==> src/rtl/swq_pkg.sv <==
// swq_pkg: shared constants and types for the switch ingress queue stage.
// Register map: 0 = status, 1..3 = queue push, 4..7 = drop counters.
package swq_pkg;

    localparam int MAX_PORTS  = 3;
    localparam int DROP_CNT_W = 8;

    localparam logic [2:0] ADDR_STATUS    = 3'd0;
    localparam logic [2:0] ADDR_Q_BASE    = 3'd1;
    localparam logic [2:0] ADDR_DROP_BASE = 3'd4;

    // Index of a queue / egress source port.
    typedef logic [1:0] port_idx_t;

    // Round-robin helper: reduce an arbitrary offset to a valid port index.
    function automatic port_idx_t wrap_port(input int value, input int num_ports);
        return port_idx_t'(value % num_ports);
    endfunction

endpackage

==> src/rtl/swq_fifo.sv <==
// swq_fifo: synchronous show-ahead FIFO with a DEPTH+1-state occupancy count,
// so all DEPTH slots are usable. A push on a full FIFO is accepted only when
// the same edge also pops.
module swq_fifo #(
    parameter int DATA_W = 8,
    parameter int DEPTH  = 4
) (
    input  logic              clk,
    input  logic              reset,
    input  logic              push,
    input  logic              pop,
    input  logic [DATA_W-1:0] din,
    output logic [DATA_W-1:0] dout,
    output logic              empty,
    output logic              full
);

    localparam int AW = (DEPTH > 1) ? $clog2(DEPTH) : 1;
    localparam int CW = $clog2(DEPTH + 1);

    logic [DATA_W-1:0] mem_q [DEPTH];
    logic [AW-1:0]     wr_ptr_q, rd_ptr_q;
    logic [CW-1:0]     count_q, count_d;
    logic              do_push, do_pop;

    assign empty   = (count_q == '0);
    assign full    = (count_q == CW'(DEPTH));
    assign do_pop  = pop && !empty;
    assign do_push = push && (!full || do_pop);
    assign dout    = mem_q[rd_ptr_q];

    // Occupancy next state: net change of +1, -1 or 0.
    always_comb begin
        count_d = count_q;
        if (do_push && !do_pop) begin
            count_d = count_q + 1'b1;
        end else if (do_pop && !do_push) begin
            count_d = count_q - 1'b1;
        end
    end

    // Storage write; contents need no reset because the count gates visibility.
    always_ff @(posedge clk) begin
        if (do_push) begin
            mem_q[wr_ptr_q] <= din;
        end
    end

    // Pointer and count update; pointers wrap naturally at power-of-two DEPTH.
    always_ff @(posedge clk or posedge reset) begin
        if (reset) begin
            wr_ptr_q <= '0;
            rd_ptr_q <= '0;
            count_q  <= '0;
        end else begin
            if (do_push) begin
                wr_ptr_q <= wr_ptr_q + 1'b1;
            end
            if (do_pop) begin
                rd_ptr_q <= rd_ptr_q + 1'b1;
            end
            count_q <= count_d;
        end
    end

endmodule

==> src/rtl/switch_ingress_queues.sv <==
// switch_ingress_queues: bus writes are pushed into per-port FIFOs and a
// round-robin arbiter drains them into one registered valid/ready egress.
// Optional per-port saturating drop counters are built when the macro
// SWQ_DROP_CNT_EN is defined; otherwise drops are silent and addr 4..7 read 0.
module switch_ingress_queues
    import swq_pkg::*;
#(
    parameter int NUM_PORTS = 3,
    parameter int DATA_W    = 8,
    parameter int DEPTH     = 4
) (
    input  logic              clk,
    input  logic              reset,
    input  logic              chipselect,
    input  logic              write,
    input  logic              read,
    input  logic [2:0]        address,
    input  logic [7:0]        writedata,
    output logic [7:0]        readdata,
    output logic              out_valid,
    input  logic              out_ready,
    output logic [DATA_W-1:0] out_data,
    output logic [1:0]        out_port
);

    logic [MAX_PORTS-1:0] push_w, pop_w, full_w, empty_w;
    logic [DATA_W-1:0]    head_w [MAX_PORTS];

    logic                 out_valid_q;
    logic [DATA_W-1:0]    out_data_q;
    port_idx_t            out_port_q;
    port_idx_t            last_grant_q;
    logic [7:0]           readdata_q;

    logic                 load_w;
    logic                 grant_valid;
    port_idx_t            grant_idx;
    logic [DATA_W-1:0]    grant_data;
    port_idx_t            cand;
    logic [7:0]           rd_value;

    assign load_w = !out_valid_q || out_ready;

    // One queue per implemented port; unimplemented slots look permanently empty.
    for (genvar gi = 0; gi < MAX_PORTS; gi++) begin : g_q
        if (gi < NUM_PORTS) begin : g_impl
            assign push_w[gi] = chipselect && write && (address == ADDR_Q_BASE + 3'(gi));
            assign pop_w[gi]  = load_w && grant_valid && (grant_idx == port_idx_t'(gi));

            swq_fifo #(
                .DATA_W (DATA_W),
                .DEPTH  (DEPTH)
            ) u_fifo (
                .clk   (clk),
                .reset (reset),
                .push  (push_w[gi]),
                .pop   (pop_w[gi]),
                .din   (writedata[DATA_W-1:0]),
                .dout  (head_w[gi]),
                .empty (empty_w[gi]),
                .full  (full_w[gi])
            );
        end else begin : g_absent
            assign push_w[gi]  = 1'b0;
            assign pop_w[gi]   = 1'b0;
            assign empty_w[gi] = 1'b1;
            assign full_w[gi]  = 1'b0;
            assign head_w[gi]  = '0;
        end
    end

    // Round-robin search from last_grant+1; scanning offsets high-to-low lets
    // the nearest non-empty queue overwrite farther candidates.
    always_comb begin
        grant_valid = 1'b0;
        grant_idx   = last_grant_q;
        grant_data  = '0;
        cand        = '0;
        for (int off = NUM_PORTS; off >= 1; off--) begin
            cand = wrap_port(int'(last_grant_q) + off, NUM_PORTS);
            if (!empty_w[cand]) begin
                grant_valid = 1'b1;
                grant_idx   = cand;
                grant_data  = head_w[cand];
            end
        end
    end

    // Egress register: reload when free or being consumed, else hold.
    always_ff @(posedge clk or posedge reset) begin
        if (reset) begin
            out_valid_q  <= 1'b0;
            out_data_q   <= '0;
            out_port_q   <= '0;
            last_grant_q <= port_idx_t'(NUM_PORTS - 1);
        end else if (load_w) begin
            if (grant_valid) begin
                out_valid_q  <= 1'b1;
                out_data_q   <= grant_data;
                out_port_q   <= grant_idx;
                last_grant_q <= grant_idx;
            end else begin
                out_valid_q  <= 1'b0;
            end
        end
    end

`ifdef SWQ_DROP_CNT_EN
    logic [DROP_CNT_W-1:0] drop_cnt_q [NUM_PORTS];

    // Per-port drop counters: saturate at 255, cleared by reading them; a drop
    // coinciding with the clearing read leaves the counter at 1.
    for (genvar gi = 0; gi < NUM_PORTS; gi++) begin : g_drop
        logic                  clear_w;
        logic                  drop_w;
        logic [DROP_CNT_W-1:0] drop_cnt_d;

        assign clear_w = chipselect && read && (address == ADDR_DROP_BASE + 3'(gi));
        assign drop_w  = push_w[gi] && full_w[gi] && !pop_w[gi];

        // Counter next state.
        always_comb begin
            drop_cnt_d = drop_cnt_q[gi];
            if (clear_w) begin
                drop_cnt_d = {{(DROP_CNT_W-1){1'b0}}, drop_w};
            end else if (drop_w && (drop_cnt_q[gi] != {DROP_CNT_W{1'b1}})) begin
                drop_cnt_d = drop_cnt_q[gi] + 1'b1;
            end
        end

        // Counter register.
        always_ff @(posedge clk or posedge reset) begin
            if (reset) begin
                drop_cnt_q[gi] <= '0;
            end else begin
                drop_cnt_q[gi] <= drop_cnt_d;
            end
        end
    end
`endif

    // Read mux: status word, drop counters, zero elsewhere.
    always_comb begin
        rd_value = '0;
        if (address == ADDR_STATUS) begin
            rd_value = {1'b0, full_w, 1'b0, empty_w};
        end
`ifdef SWQ_DROP_CNT_EN
        for (int k = 0; k < NUM_PORTS; k++) begin
            if (address == ADDR_DROP_BASE + 3'(k)) begin
                rd_value = drop_cnt_q[k];
            end
        end
`endif
    end

    // Registered read data, held until the next read strobe.
    always_ff @(posedge clk or posedge reset) begin
        if (reset) begin
            readdata_q <= '0;
        end else if (chipselect && read) begin
            readdata_q <= rd_value;
        end
    end

    assign readdata  = readdata_q;
    assign out_valid = out_valid_q;
    assign out_data  = out_data_q;
    assign out_port  = out_port_q;

endmodule

==> config.mk <==
export PLATFORM = sky130hd
export DESIGN_NAME = switch_ingress_queues
export DESIGN_NICKNAME = d
export VERILOG_FILES = /design/src/rtl/swq_pkg.sv /design/src/rtl/swq_fifo.sv /design/src/rtl/switch_ingress_queues.sv
export SDC_FILE = /design/constraint.sdc
export NUM_CORES = 1
export LEC_CHECK = 0
export CORE_UTILIZATION = 43
export DETAILED_ROUTE_END_ITERATION = 8
export HOLD_SLACK_MARGIN = 0.02
export PLACE_DENSITY = 0.71
export SLEW_MARGIN = 20
export SYNTH_ARGS = -nofsm -noshare
export SYNTH_HDL_FRONTEND = slang
export SYNTH_SLANG_ARGS = --single-unit
export TNS_END_PERCENT = 10
==> constraint.sdc <==
create_clock -name clk -period 4.9 [get_ports clk]
set_clock_uncertainty 0.15 [all_clocks]
set_input_delay 0.98 -clock clk [delete_from_list [all_inputs] [get_ports clk]]
set_output_delay 0.98 -clock clk [all_outputs]
set_load 0.02 [all_outputs]
==> results of run 1 <==
power by group through the flow:
stage / clock network [mW] / logic (mW) / registers, mW
floorplan: 0 / 1.61 / 1.56
global placement: 0 / 2.02 / 1.67
detailed placement: 0 / 2.09 / 1.68
CTS: 1.31 / 2.11 / 1.67
global route: 1.35 / 2.32 / 1.70
finish: 1.29 / 2.14 / 1.66
worst min path at each step:
stage                                start                          end  cells after the start
6_report           readdata[6]$_DFFE_PP0P_      readdata[6]$_DFFE_PP0P_                      1
5_1_grt            readdata[5]$_DFFE_PP0P_      readdata[5]$_DFFE_PP0P_                      1
4_1_cts            readdata[6]$_DFFE_PP0P_      readdata[6]$_DFFE_PP0P_                      1
3_5_place_dp       out_data[4]$_DFFE_PP0N_      out_data[4]$_DFFE_PP0N_                      2
3_3_place_gp       readdata[6]$_DFFE_PP0P_      readdata[6]$_DFFE_PP0P_                      1
2_1_floorplan  last_grant_q[1]$_DFFE_PP1N_  last_grant_q[1]$_DFFE_PP1N_                      2
logic make-up (layout without fill, tap and decap cells):
kind of cell / count (synthesis) / in the layout / synth area share (%)
buffers and inverters: 41 / 88 / 2.73
and+or+nand+nor: 125 / 125 / 9.69
muxes: 39 / 39 / 10.6
AOI/OAI and AO/OA: 107 / 107 / 11.3
adders and majority gates: 21 / 21 / 4.36
xor gates and xnor gates: 17 / 17 / 2.27
other: 1 / 2 / 0.0573
DFF: 135 / 135 / 59.0
final cells by class:
cell class | count | area, sq um | share of cell area, %
tap | 184 | 230 | 3.01
multi-input combinational | 311 | 2510 | 32.8
inverter | 14 | 52.6 | 0.686
clock inverter | 15 | 176 | 2.30
sequential | 135 | 3860 | 50.4
clock buffer | 17 | 425 | 5.56
timing repair buffer | 42 | 398 | 5.20
routing by layer:
| metal | vias to the layer above | share of wire, % | track usage [%] |
|---|---|---|---|
| met4 | 0 | 3.0 | 9.11 |
| li1 | 1924 | - | - |
| met3 | 40 | 4.3 | 4.54 |
| met1 | 2109 | 43 | 25.8 |
| met2 | 146 | 50 | 32.9 |
| met5 | - | 0 | 0 |
cells in the mapped netlist, drive strengths merged (2+ instances only):
master	number	area, sq um
nor3	9	71.3
nand4	3	18.8
o2111ai	2	17.5
xor2	6	52.6
clkbuf	15	56.3
nor2b	2	12.5
o311a	3	30.0
buf	12	70.1
a22o	5	43.8
dfrtp	38	951
mux2i	10	100
nand3	8	40.0
and3	3	18.8
o21ai	23	115
o311ai	3	33.8
a22oi	8	60.1
a211o	2	17.5
edfxtp	96	2880
o221ai	8	70.1
and2	17	106
xnor2	11	96.3
nand2	40	150
a21oi	33	169
o22ai	3	18.8
a221oi	2	17.5
nand3b	2	15.0
mux4	24	541
inv	13	48.8
fa	3	60.1
nor2	27	101
mux2	5	56.3
a31oi	3	18.8
nor3b	2	15.0
nor4	4	25.0
or3	3	18.8
a31o	2	17.5
o31ai	2	15.0
ha	18	225
a211oi	3	52.6
or4	2	15.0
stage by stage:
step | hold WS (ns) | power [mW]
floorplan | 0.349 | 3.18
global placement | 0.329 | 3.70
detailed placement | 0.335 | 3.78
global route | 0.362 | 5.38
finish | 0.349 | 5.09
CTS | 0.352 | 5.09
worst max-delay path, cell delays in order (launching register included):
cell	delay, ns
dfrtp_1	0.46
inv_1	0.11
ha_1	0.41
buf_4	0.37
nor2_1	0.07
o2111ai_1	0.30
o311ai_2	0.22
a211oi_2	0.50
a21oi_1	0.25
nor2_1	0.16
ha_1	0.18
inv_1	0.06
fa_1	0.38
xor2_1	0.15
nor2_1	0.11
xor2_1	0.15
flip-flops by register name, indices dropped and copies added (netlist names):
register / flops
g_q.g_impl.u_fifo.rd_ptr_q: 6
g_q.g_impl.u_fifo.count_q: 9
out_port: 2
g_q.g_impl.u_fifo.mem_q: 96
out_valid: 1
out_data: 8
last_grant_q: 1
g_q.g_impl.u_fifo.wr_ptr_q: 6
readdata: 6
==> summary.md, run 1 <==
| Metric | Value |
|---|---|
| Layout cell share with drive strength beyond 1 | `15.0%` |
| Routed wire length per instance | `20.6 um` |
| Synth warn | `0` |
| Crit path to | `g_q[2].g_impl.u_fifo.count_q[2]$_DFFE_PP0P_` |
| Seq pwr share | `approximately 33%` |
| #FFs+latches synth | `135` |
| Period utilization | `83.8%` |
| Die Area | `15700 sq um` |
| Worst VDD drop | `approximately 0.29 mV` |
| Remaining DRCs | `8` |
| Clk pwr share | `about a quarter` |
| Worst-case clock buffer depth | `2` |
| Final ANT Viol Nets | `0` |
| ANT cells | `0` |
| Post-Syn Area | `roughly 6500 sq um` |
| Mean post-synth cell area | `between 10 and 15 sq um` |
| CTS tree | `yes` |
| Reg-to-reg critical path endpoint | `g_q[2].g_impl.u_fifo.count_q[2]$_DFFE_PP0P_` |
| Most frequent cells in the layout | `96 x edfxtp_1, 40 x nand2_1, 38 x dfrtp_1` |
| Async S/R FF share, synth | `between 20% and 30%` |
| CP Data Arrival Time | `4.29 ns` |
| Post-synth EDFFs | `96` |
| Post-synthesis cell type count | `62` |
| Reg clk slew, reported paths | `0.06 ns` |
| Switching Fraction | `about two fifths` |
| Max Cap Viol | `0` |
| Failing checks | `DRC` |
| GRT overflow | `0` |
| Vias | `4219` |
| Depth of the worst register-to-register path | `15` |
| Initial Util | `44.5%` |
| RSZ-0062 raised after global routing | `false` |
| Setup bufs post-CTS | `0` |
| Post-CTS resize count | `0` |
| Dpl hpwl | `around 10 mm` |
| Clk sinks | `135` |
| CTS root buf | `clkbuf_16` |
| Cts hold-fix bufs | `0` |
| Most common cell after layout, fill and taps aside | `edfxtp_1` |
| Detailed Routing Iterations Pass 1 | `9` |
| Leakage | `2.72 nW` |
| Total I/O pin count | `36` |
| Clock buffer count from CTS | `17` |
| CTS H-tree lvls | `4` |
| Final TNS setup | `0 ns` |
| Initial antenna violation count | `0` |
| Largest net degree at the start of global routing | `40` |
| Post-Syn Instances | `486` |
| Final Util | `between 50% and 60%` |
| Seq/Total Area, Yosys | `59.0%` |
| Power per Cell Area | `665 nW/um^2` |
| FF-to-FF setup slack | `about 0.80 ns` |
| Worst EP required | `slightly above 5 ns` |
| GPL Wtd Cong | `0.861` |
| Vias in the first global route | `4313` |
| Worst-Margin Slew | `between 0.8 and 0.9 ns` |
| Filler cells | `1206` |
| Post-route cell area | `7650 sq um` |
| Startpoint types | `flop` |
| Clock latency on the worst-skew pair | `around 0.42 ns` |
| Placed cells | `686` |
| Tmin final | `4.10 ns` |
| GRT Util Overall | `about a fifth` |
| Core Region | `14700 sq um` |
| Port bufs | `33` |
| Net switching power | `approximately 2 mW` |
| Wire length of the first global-routing pass | `23.6 mm` |
| Rows | `44` |
| CP startpoint | `out_port[0]$_DFFE_PP0N_` |
| Power share of the combinational group | `42.0%` |
| Crit-path max FO | `24` |
| Place WS | `0.844 ns` |
| Post-synth top flop | `edfxtp_1` |
| Placed Area | `~7100 sq um` |
| Final Setup Violations | `0` |
| Horiz. Die Dim | `about 130 um` |
| Reg2reg start | `out_port[0]$_DFFE_PP0N_` |
| Critical setup path kind | `flop to flop` |
| Fin worst setup slack | `0.796 ns` |
| Setup crit end kind | `flop` |
| Initial detailed-routing violation count | `314` |
| Slew HR | `41.6%` |
| Routed WL | `14.8 mm` |
| Die height | `125 um` |
| P_int | `between 3 and 4 mW` |
| Nets | `559` |
| Non-filler instance count after layout | `718` |
| Area Growth Syn to Fin | `16.9%` |
| Final Hold Viols | `0` |
| DR vias/cell | `5.88` |
| Max Slew Vio Count | `0` |
| FMAX | `244 MHz` |
| Outcome | `complete, but fails checks` |
| Min-Delay Path Class | `flop to flop` |
(Power assumes the default switching activity.)
==> run 2: changes to the inputs <==
PLACE_DENSITY = 0.73   (was 0.71)
clock period = 3.7 ns   (was 4.9 ns; I/O delays follow)
==> run 2 against run 1 <==
Net effect:
- the flow still finishes with violations (DRC)
- sequential power up 32%
- register-to-register slack worse by 0.68 ns
- clock-buffer cell count unchanged
- setup slack worse by 0.68 ns
- largest power group unchanged
- first-iteration DRC count up 35%
- clock power up 28%
- sequential share of layout area down 0.71 points
- utilization up 0.74 points
- routed wire length down 0.89%
- critical path type unchanged
- die area unchanged
- power up 34%
- combinational power up 39%
==> summary.md, run 2 (synthesis gave the netlist of run 1 again) <==
| Metric | Value |
|---|---|
| Reg2reg start | `out_port[0]$_DFFE_PP0N_` |
| Die Area | `15700 sq um (unchanged)` |
| Non-filler instance count after layout | `733 (+2.1%)` |
| Setup bufs post-CTS | `0 (unchanged)` |
| Routed wire length per instance | `20.0 um (-2.9%)` |
| Depth of the worst register-to-register path | `12 (-3)` |
| WHS | `0.356 ns (+0.00661 ns)` |
| Tmin final | `3.59 ns (-0.518 ns)` |
| Reg clk slew, reported paths | `0.06 ns (about the same)` |
| Place WS | `0.0907 ns (-0.753 ns)` |
| RSZ-0062 raised after global routing | `true` |
| Most frequent cells in the layout | `96 x edfxtp_1, 40 x nand2_1, 38 x dfrtp_1` |
| CTS root buf | `clkbuf_16` |
| Vias | `4335 (+2.7%)` |
| Initial Util | `44.5% (unchanged)` |
| Leakage | `2.80 nW (+2.9%)` |
| Die height | `125 um (unchanged)` |
| Nets | `575 (+2.9%)` |
| ANT cells | `0 (unchanged)` |
| Worst EP required | `3.89 ns (-1.20 ns)` |
| Final Hold Viols | `0 (unchanged)` |
| Crit path to | `g_q[0].g_impl.u_fifo.count_q[2]$_DFFE_PP0P_` |
| CTS H-tree lvls | `4 (unchanged)` |
| Period utilization | `96.9% (+13 points)` |
| Total I/O pin count | `36 (unchanged)` |
| Rows | `44 (unchanged)` |
| Fin worst setup slack | `0.113 ns (-0.682 ns)` |
| Outcome | `complete, but fails checks` |
| CP Data Arrival Time | `3.78 ns (-0.51 ns)` |
| Clock latency on the worst-skew pair | `0.42 ns (about the same)` |
| Setup crit end kind | `flop` |
| Worst-Margin Slew | `0.876 ns (+0.00847 ns)` |
| Crit-path max FO | `6 (-75%)` |
| Initial detailed-routing violation count | `425 (+35%)` |
| Placed cells | `702 (+2.3%)` |
| Max Cap Viol | `0 (unchanged)` |
| Final TNS setup | `0 ns (unchanged)` |
| Clock buffer count from CTS | `17 (unchanged)` |
| Horiz. Die Dim | `125 um (unchanged)` |
| Placed Area | `7190 sq um (+1.9%)` |
| DR vias/cell | `5.91 (+0.65%)` |
| CP startpoint | `out_port[0]$_DFFE_PP0N_` |
| Clk sinks | `135 (unchanged)` |
| Detailed Routing Iterations Pass 1 | `7 (-2)` |
| WHS Path Cells | `1 (unchanged)` |
| Largest net degree at the start of global routing | `27 (-33%)` |
| Most flops, register | `g_q.g_impl.u_fifo.mem_q` |
| GRT Util Overall | `20.2% (+0.095 points)` |
| Area Growth Syn to Fin | `18.6%` |
| Final Util | `52.8% (+0.74 points)` |
| Failing checks | `DRC` |
| Largest register FFs | `96 (unchanged)` |
| Layout cell share with drive strength beyond 1 | `17.9% (+2.9 points)` |
| Worst-case clock buffer depth | `2 (unchanged)` |
| Critical setup path kind | `flop to flop` |
| Max Slew Vio Count | `0 (unchanged)` |
| CTS tree | `yes` |
| Port bufs | `33 (unchanged)` |
| Reg-to-reg critical path endpoint | `g_q[0].g_impl.u_fifo.count_q[2]$_DFFE_PP0P_` |
| Startpoint types | `flop` |
| Final ANT Viol Nets | `0 (unchanged)` |
| GRT overflow | `0 (unchanged)` |
| Power per Cell Area | `878 nW/um^2 (+32%)` |
| Remaining DRCs | `6 (-2)` |
| Slew HR | `41.2% (-0.39 points)` |
| GPL Wtd Cong | `0.885 (+2.8%)` |
| FF-to-FF setup slack | `0.11 ns (-0.68 ns)` |
| Final Power | `6.82 mW (+34%)` |
| Final Setup Violations | `0 (unchanged)` |
| Dpl hpwl | `10.3 mm (+2.3%)` |
| Worst VDD drop | `0.457 mV (+57%)` |
| Core Region | `14700 sq um (unchanged)` |
| Vias in the first global route | `4393 (+1.9%)` |
| Wire length of the first global-routing pass | `24.0 mm (+1.5%)` |
| FMAX | `279 MHz (+14%)` |
| Post-route cell area | `7760 sq um (+1.4%)` |
| Most common cell after layout, fill and taps aside | `edfxtp_1` |
| Initial antenna violation count | `0 (unchanged)` |
| Routed WL | `14.7 mm (-0.89%)` |
| Min-Delay Path Class | `flop to flop` |
## run 2: cell types whose count changed in the layout (fill, tap and decap cells not counted)
cell       before  now
clkinv_1        5    3
bufinv_16       3    2
a21oi_1        32   31
clkinv_2        1    3
buf_12          0    1
a21oi_2         1    2
clkinv_4        3    2
inv_6           2    3
buf_4           9   24
## run 2: final cells by class
cell class | instances | area, sq um
Fill cell | 1201 | 6940
Sequential cell | 135 | 3860
Multi-Input combinational cell | 311 | 2520
Timing Repair Buffer | 58 | 531
Clock buffer | 17 | 425
Tap cell | 184 | 230
Clock inverter | 14 | 149
Inverter | 14 | 52.6
## run 2: per-layer routing
metal  vias to the layer above  track usage (%)  wire length, um
met5                         -                0                0
met4                         0             7.68              261
met3                        22             5.26              836
met2                       170             31.9             7090
met1                      2184             27.0             6460
li1                       1959                -                -
## run 2: where the power goes
part           internal (mW)  switching (mW)  total [mW]
combinational           1.31            1.66        2.97
sequential              1.83           0.359        2.19
clock                  0.993           0.660        1.65
## run 2: timing repair
| item | CTS | global route |
|---|---|---|
| hold buffers | 0 | 0 |
| endpoints found under the setup margin | 0 | 4 |
| gates resized for setup | 0 | 1 |
## run 2: worst min-delay path by stage
stage,from,to,slack (ns)
floorplan,last_grant_q[1]$_DFFE_PP1N_,last_grant_q[1]$_DFFE_PP1N_,0.35
global placement,readdata[6]$_DFFE_PP0P_,readdata[6]$_DFFE_PP0P_,0.33
detailed placement,out_data[2]$_DFFE_PP0N_,out_data[2]$_DFFE_PP0N_,0.33
CTS,out_data[2]$_DFFE_PP0N_,out_data[2]$_DFFE_PP0N_,0.36
global route,out_data[2]$_DFFE_PP0N_,out_data[2]$_DFFE_PP0N_,0.37
finish,readdata[5]$_DFFE_PP0P_,readdata[5]$_DFFE_PP0P_,0.36
## run 2: worst max-delay path: stages (launching register included)
cell and delay [ns]:
dfrtp_1 0.46, inv_1 0.09, ha_1 0.28, nor4_1 0.54, o21ai_1 0.29, o311a_1 0.44, a211oi_4 0.21, ha_1 0.22
inv_1 0.06, fa_1 0.37, xor2_1 0.15, nor2_1 0.11, xor2_1 0.14
